==> src/rtl/seq_mult4_ctrl_pkg.sv <==
// rtl/seq_mult4_ctrl_pkg.sv - shared state encodings and 7-segment glyph table
package seq_mult4_ctrl_pkg;

    typedef enum logic [1:0] {
        ST_IDLE = 2'd0,
        ST_RUN  = 2'd1,
        ST_DONE = 2'd2
    } state_t;

    // Active-low segments, bit0=a .. bit6=g; b and d are lowercase glyphs.
    localparam logic [6:0] SEG_TABLE [16] = '{
        7'h40, 7'h79, 7'h24, 7'h30, 7'h19, 7'h12, 7'h02, 7'h78,
        7'h00, 7'h10, 7'h08, 7'h03, 7'h46, 7'h21, 7'h06, 7'h0E
    };

endpackage

==> src/rtl/seq_mult4_ctrl_if.sv <==
// rtl/seq_mult4_ctrl_if.sv - DE2 board pins seen by the multiplier controller
interface seq_mult4_ctrl_if;

    logic [3:0]  KEY;
    logic [17:0] SW;
    logic [6:0]  HEX0;
    logic [6:0]  HEX1;
    logic [17:0] LEDR;

    modport master (output KEY, output SW, input HEX0, input HEX1, input LEDR);
    modport slave  (input KEY, input SW, output HEX0, output HEX1, output LEDR);

endinterface

==> src/rtl/seq_mult4_ctrl_nibble_adder.sv <==
// rtl/seq_mult4_ctrl_nibble_adder.sv - combinational 4-bit ripple-carry adder
module nibble_adder (
    input  logic [3:0] a,
    input  logic [3:0] b,
    input  logic       cin,
    output logic [3:0] sum,
    output logic       cout
);

    logic [4:0] w_c;

    assign w_c[0] = cin;

    for (genvar i = 0; i < 4; i++) begin : g_fa
        assign sum[i]     = a[i] ^ b[i] ^ w_c[i];
        assign w_c[i + 1] = (a[i] & b[i]) | (w_c[i] & (a[i] ^ b[i]));
    end

    assign cout = w_c[4];

endmodule

==> src/rtl/seq_mult4_ctrl.sv <==
// rtl/seq_mult4_ctrl.sv - sequential 4x4 shift-and-add multiplier with one shared adder
module seq_mult4_ctrl #(
    parameter int N_BITS      = 4,
    parameter int SYNC_STAGES = 2
) (
    input  logic                  CLOCK_50,
    seq_mult4_ctrl_if.slave       bus
);

    import seq_mult4_ctrl_pkg::*;

    localparam int CW = $clog2(N_BITS);

    logic                   w_rst_n;
    logic                   w_start;
    logic                   w_unused;
    logic [SYNC_STAGES-1:0] r_sync;
    logic                   r_key_prev;

    state_t                 r_state, w_state_nxt;
    logic [N_BITS-1:0]      r_a, r_q, r_m;
    logic [N_BITS-1:0]      w_a_nxt, w_q_nxt, w_m_nxt;
    logic [CW-1:0]          r_count, w_count_nxt;
    logic [2*N_BITS-1:0]    r_product, w_product_nxt;

    logic [N_BITS-1:0]      w_addend;
    logic [N_BITS-1:0]      w_sum;
    logic                   w_cout;

    function automatic logic [6:0] hex7seg(input logic [3:0] v);
        hex7seg = SEG_TABLE[v];
    endfunction

    assign w_rst_n  = bus.KEY[0];
    assign w_unused = ^{bus.KEY[3:2], bus.SW[13:4]};

    // Press is a high-to-low transition of the synchronized button.
    assign w_start = r_key_prev & ~r_sync[SYNC_STAGES-1];

    always_ff @(posedge CLOCK_50 or negedge w_rst_n) begin
        if (!w_rst_n) begin
            r_sync     <= '0;
            r_key_prev <= 1'b0;
        end else begin
            r_sync     <= {r_sync[SYNC_STAGES-2:0], bus.KEY[1]};
            r_key_prev <= r_sync[SYNC_STAGES-1];
        end
    end

    assign w_addend = r_q[0] ? r_m : '0;

    nibble_adder u_adder (
        .a    (r_a),
        .b    (w_addend),
        .cin  (1'b0),
        .sum  (w_sum),
        .cout (w_cout)
    );

    always_ff @(posedge CLOCK_50 or negedge w_rst_n) begin
        if (!w_rst_n) begin
            r_state   <= ST_IDLE;
            r_a       <= '0;
            r_q       <= '0;
            r_m       <= '0;
            r_count   <= '0;
            r_product <= '0;
        end else begin
            r_state   <= w_state_nxt;
            r_a       <= w_a_nxt;
            r_q       <= w_q_nxt;
            r_m       <= w_m_nxt;
            r_count   <= w_count_nxt;
            r_product <= w_product_nxt;
        end
    end

    always_comb begin
        w_state_nxt   = r_state;
        w_a_nxt       = r_a;
        w_q_nxt       = r_q;
        w_m_nxt       = r_m;
        w_count_nxt   = r_count;
        w_product_nxt = r_product;
        case (r_state)
            ST_IDLE, ST_DONE: begin
                if (w_start) begin
                    w_m_nxt     = bus.SW[17:14];
                    w_q_nxt     = bus.SW[3:0];
                    w_a_nxt     = '0;
                    w_count_nxt = '0;
                    w_state_nxt = ST_RUN;
                end
            end
            ST_RUN: begin
                // Carry-out becomes the new MSB as {A,Q} shifts right.
                {w_a_nxt, w_q_nxt} = {w_cout, w_sum, r_q[N_BITS-1:1]};
                w_count_nxt        = r_count + 1'b1;
                if (r_count == CW'(N_BITS - 1)) begin
                    w_product_nxt = {w_cout, w_sum, r_q[N_BITS-1:1]};
                    w_state_nxt   = ST_DONE;
                end
            end
            default: w_state_nxt = ST_IDLE;
        endcase
    end

    assign bus.LEDR = {(r_state == ST_RUN), (r_state == ST_DONE), 8'b0, r_product};
    assign bus.HEX0 = hex7seg(r_product[3:0]);
    assign bus.HEX1 = hex7seg(r_product[7:4]);

endmodule

==> src/flat_wrapper.sv <==
// flat-port wrapper written by rule: the top's interface ports become plain ports
module seq_mult4_ctrl_flat import seq_mult4_ctrl_pkg::*;
#(
    parameter int N_BITS      = 4,
    parameter int SYNC_STAGES = 2
)
  (CLOCK_50, bus_KEY, bus_SW, bus_HEX0, bus_HEX1, bus_LEDR);
  seq_mult4_ctrl_if bus_i ();
  input  logic CLOCK_50;
  input wire logic [$bits(bus_i.KEY)-1:0] bus_KEY;
  input wire logic [$bits(bus_i.SW)-1:0] bus_SW;
  output wire logic [$bits(bus_i.HEX0)-1:0] bus_HEX0;
  output wire logic [$bits(bus_i.HEX1)-1:0] bus_HEX1;
  output wire logic [$bits(bus_i.LEDR)-1:0] bus_LEDR;
  assign bus_i.KEY = bus_KEY;
  assign bus_i.SW = bus_SW;
  assign bus_HEX0 = bus_i.HEX0;
  assign bus_HEX1 = bus_i.HEX1;
  assign bus_LEDR = bus_i.LEDR;
  seq_mult4_ctrl #(.N_BITS(N_BITS), .SYNC_STAGES(SYNC_STAGES)) u_core (.CLOCK_50(CLOCK_50), .bus(bus_i));
endmodule
==> config.mk <==
export PLATFORM = sky130hd
export DESIGN_NAME = seq_mult4_ctrl_flat
export DESIGN_NICKNAME = d
export VERILOG_FILES = /design/src/rtl/seq_mult4_ctrl_pkg.sv /design/src/rtl/seq_mult4_ctrl_if.sv /design/src/rtl/seq_mult4_ctrl_nibble_adder.sv /design/src/rtl/seq_mult4_ctrl.sv /design/src/flat_wrapper.sv
export SDC_FILE = /design/constraint.sdc
export NUM_CORES = 1
export LEC_CHECK = 0
export BUFFER_PORTS_ARGS = -buffer_cell sky130_fd_sc_hd__buf_4
export CORE_ASPECT_RATIO = 1.2
export CORE_UTILIZATION = 40
export CTS_BUF_LIST = sky130_fd_sc_hd__clkbuf_4
export DETAILED_ROUTE_END_ITERATION = 7
export GPL_ROUTABILITY_DRIVEN = 1
export PLACE_DENSITY = 0.66
export SYNTH_ARGS = -nofsm -noshare
export SYNTH_HDL_FRONTEND = slang
export SYNTH_SLANG_ARGS = --single-unit
export TNS_END_PERCENT = 5
==> constraint.sdc <==
create_clock -name CLOCK_50 -period 3.3 [get_ports CLOCK_50]
set_clock_uncertainty 0.05 [all_clocks]
set_input_delay 0.165 -clock CLOCK_50 [delete_from_list [all_inputs] [get_ports CLOCK_50]]
set_output_delay 0.165 -clock CLOCK_50 [all_outputs]
set_load 0.02 [all_outputs]
==> flow_summary.ini <==
[status]
outcome = completed

[clocking]
cts_hold_buf = 6
numCtsBuffers = 3
cts-resized-gates = 0
clk_latency_ns = 0.32
numClockSinks = 27
cts.path.max_buffers = 2
cts_tree = done
postCtsSetupRepairBufs = 0
clk_pin_slew_worst_paths_ns = 0.15
htreeDepth = 1
cts_root_buf = clkbuf_4

[worst_setup_path]
slowest_stage = fa_1
arrival_ns = 2.41
rr_endpoint = u_core.r_product[6]
start_kind = flip-flop
cp_cell_sequence = and2_1 -> ha_1 -> fa_1 -> inv_1 -> fa_1 -> fa_1 -> o21ai_0
regToRegSetupSlack_ns = 1.10
worstSetupPathType = flip-flop to flip-flop
cp_common_cell = fa_1
cp-end-kind = flip-flop
reg2reg_depth = 7
crit_fanout = 5
critical_path_required_ns = 3.51
slowest_delay_ns = 0.45
rr_startpoint = u_core.r_q[0]

[timing]
rsz0062_at_grt = no
finalCriticalPeriod_ns = 2.20
worst_slew_pin_slew_ns = 0.643
slew_headroom = 0.572
finalSetupViolCount = 0
hold_violations = 0
max_freq_mhz = 455
timing.final.max_slew_violations = 0
setup_tns_ns = 0
finalCritPeriodShare = 0.667

[cells_and_area]
fin_nets = 249
final_cell_mix = buf_4 (34), dfrtp_1 (27), nand2_1 (21)
area_growth_pct = 17.7
post-route-cell-area_mm2 = 0.00212
layout_commonest_cell = buf_4
drive_above_1_share = 0.264
antennaDiodeCount = 0
fillCellCount = 410

[min_path]
whs_endpoint = u_core.r_q[0]
hp-class = primary input to flip-flop
hold_depth = 3
hp-start = bus_SW[0]

[detailed_routing]
route.met3.wl_um = 80
routedLengthMet1_um = 1390
wl_per_cell_um = 11.0
vias = 1245
highest_layer = met4
first_pass_iters = 4
drt_iter0_drc = 37
drc_errors = 0
drtAntennaViolNets = 0
vias_per_cell = 4.72
met2_length_um = 1420
routed_wirelength_um = 2920

[floorplan]
die_w_um = 63.3
core-area_mm2 = 0.00429
num_rows = 26
initial_utilization = 0.420
fp.dieH_um = 75.6
dieArea_mm2 = 0.00479
io_pins = 55

[power]
p_per_area_mw_per_mm2 = 988
p_leak_nw = 1.02
ir_drop_mv = 0.392

[synth]
synth_area_per_cell_um2 = 10.3
yosysTopAreaCellShare = 0.374
syn_inst = 175
yosys.cell_types.count = 33
yosysWarnings = 0
synth.ff_latch_count = 27
netlist_area_mm2 = 0.00181
yosysSeqAreaShare = 0.374
synthTopCellsByArea = dfrtp_1 (37%), ha_1 (9.7%), mux2i_1 (9.4%)
synth_top_area_cell = dfrtp_1

[global_route]
grt_usage = 0.134
grt_first_pass_wirelength_um = 5160
grt_max_degree = 28
overflow = 0
grt_pass1_vias = 1182
antenna_found_initial = 0

[place]
gp_congestion = 0.725
port_buffers = 34
placed_area_mm2 = 0.00203
dp_hpwl_um = 2170

[flow_run]
drv_cap = 0
## routing by layer
| layer | vias to the layer above | global-route usage |
|---|---|---|
| met3 | 2 | 0.0105 |
| met1 | 575 | 0.159 |
| met5 | - | 0 |
| met4 | 0 | 0.0455 |
| met2 | 29 | 0.257 |
| li1 | 639 | - |
## Yosys cell counts
cell,number
a21oi_1,2
a22o_1,1
a32o_1,2
and2_1,4
buf_2,5
buf_4,9
buf_6,2
clkbuf_1,2
conb_1,1
dfrtp_1,27
fa_1,3
ha_1,14
inv_1,11
mux2_2,5
mux2i_1,17
mux4_2,2
nand2_1,21
nand2b_1,5
nand3_1,1
nand3_2,5
nand3b_4,1
nor2_1,8
nor2b_1,3
nor3_1,1
nor3b_1,1
o211ai_1,1
o21ai_0,11
o21ai_2,3
o22ai_1,2
o31a_1,1
o31ai_1,2
or3b_1,1
or3b_4,1
## worst max-delay path: cells and delay by family, from the launching register on
family                     cells  cell delay (ns)
and+or+nand+nor                1             0.16
AOI/OAI and AO/OA              1             0.16
DFF                            1             0.44
adders and majority gates      4             1.24
buffers and inverters          1             0.08
## cell families after synthesis
logic type | share of synthesized area
simple gates | 0.161
other cells | 0.00208
flops | 0.374
buf+inv | 0.0908
fa+ha+maj | 0.130
mux | 0.150
compound gates | 0.0908
## through the flow
step,util,hold WS (ns),worst slack [ns],instances,total power [mW]
6_report,0.495,0.0415,1.10,264,2.10
5_1_grt,0.495,0.0633,0.960,264,2.30
4_1_cts,0.495,0.0321,1.09,264,2.13
3_5_place_dp,0.474,0.0453,1.12,254,1.98
3_3_place_gp,0.474,0.0465,1.12,254,1.95
2_1_floorplan,-,-0.181,1.21,182,1.58
## worst max path at each step
| stage | from | to | cells after the start | slack (ns) |
|---|---|---|---|---|
| final | u_core.r_q[0] | u_core.r_product[6] | 7 | 1.10 |
| after global routing | u_core.r_q[0] | u_core.r_product[6] | 7 | 0.96 |
| after CTS | u_core.r_q[0] | u_core.r_product[6] | 7 | 1.09 |
| after detailed placement | u_core.r_q[0] | u_core.r_product[6] | 7 | 1.12 |
| after global placement | u_core.r_q[0] | u_core.r_product[6] | 7 | 1.12 |
| after floorplan | u_core.r_q[0] | u_core.r_product[6] | 7 | 1.21 |
## layout make-up
type / count / area (um2) / area share
clock buffers: 3 / 22.5 / 0.0106
clock inverters: 1 / 7.51 / 0.00353
inverters: 11 / 41.3 / 0.0194
multi-input cells: 126 / 992 / 0.467
flip-flops and latches: 27 / 676 / 0.318
well taps: 56 / 70.1 / 0.0330
repair buffers: 40 / 315 / 0.148
## power by group
part | switching [mW] | internal, mW | total, mW
Combinational | 0.672 | 0.605 | 1.28
Clock | 0.0974 | 0.0463 | 0.144
Sequential | 0.215 | 0.463 | 0.678
Total | 0.985 | 1.11 | 2.10
## registers in the layout, indices dropped and copies added, names as in the netlist
signal,count
u_core.r_q,4
u_core.r_count,2
u_core.r_product,8
u_core.r_m,4
u_core.r_sync,2
u_core.r_a,4
u_core.r_state,2
u_core.r_key_prev,1
Note: power is estimated with default switching activity, not from simulation.
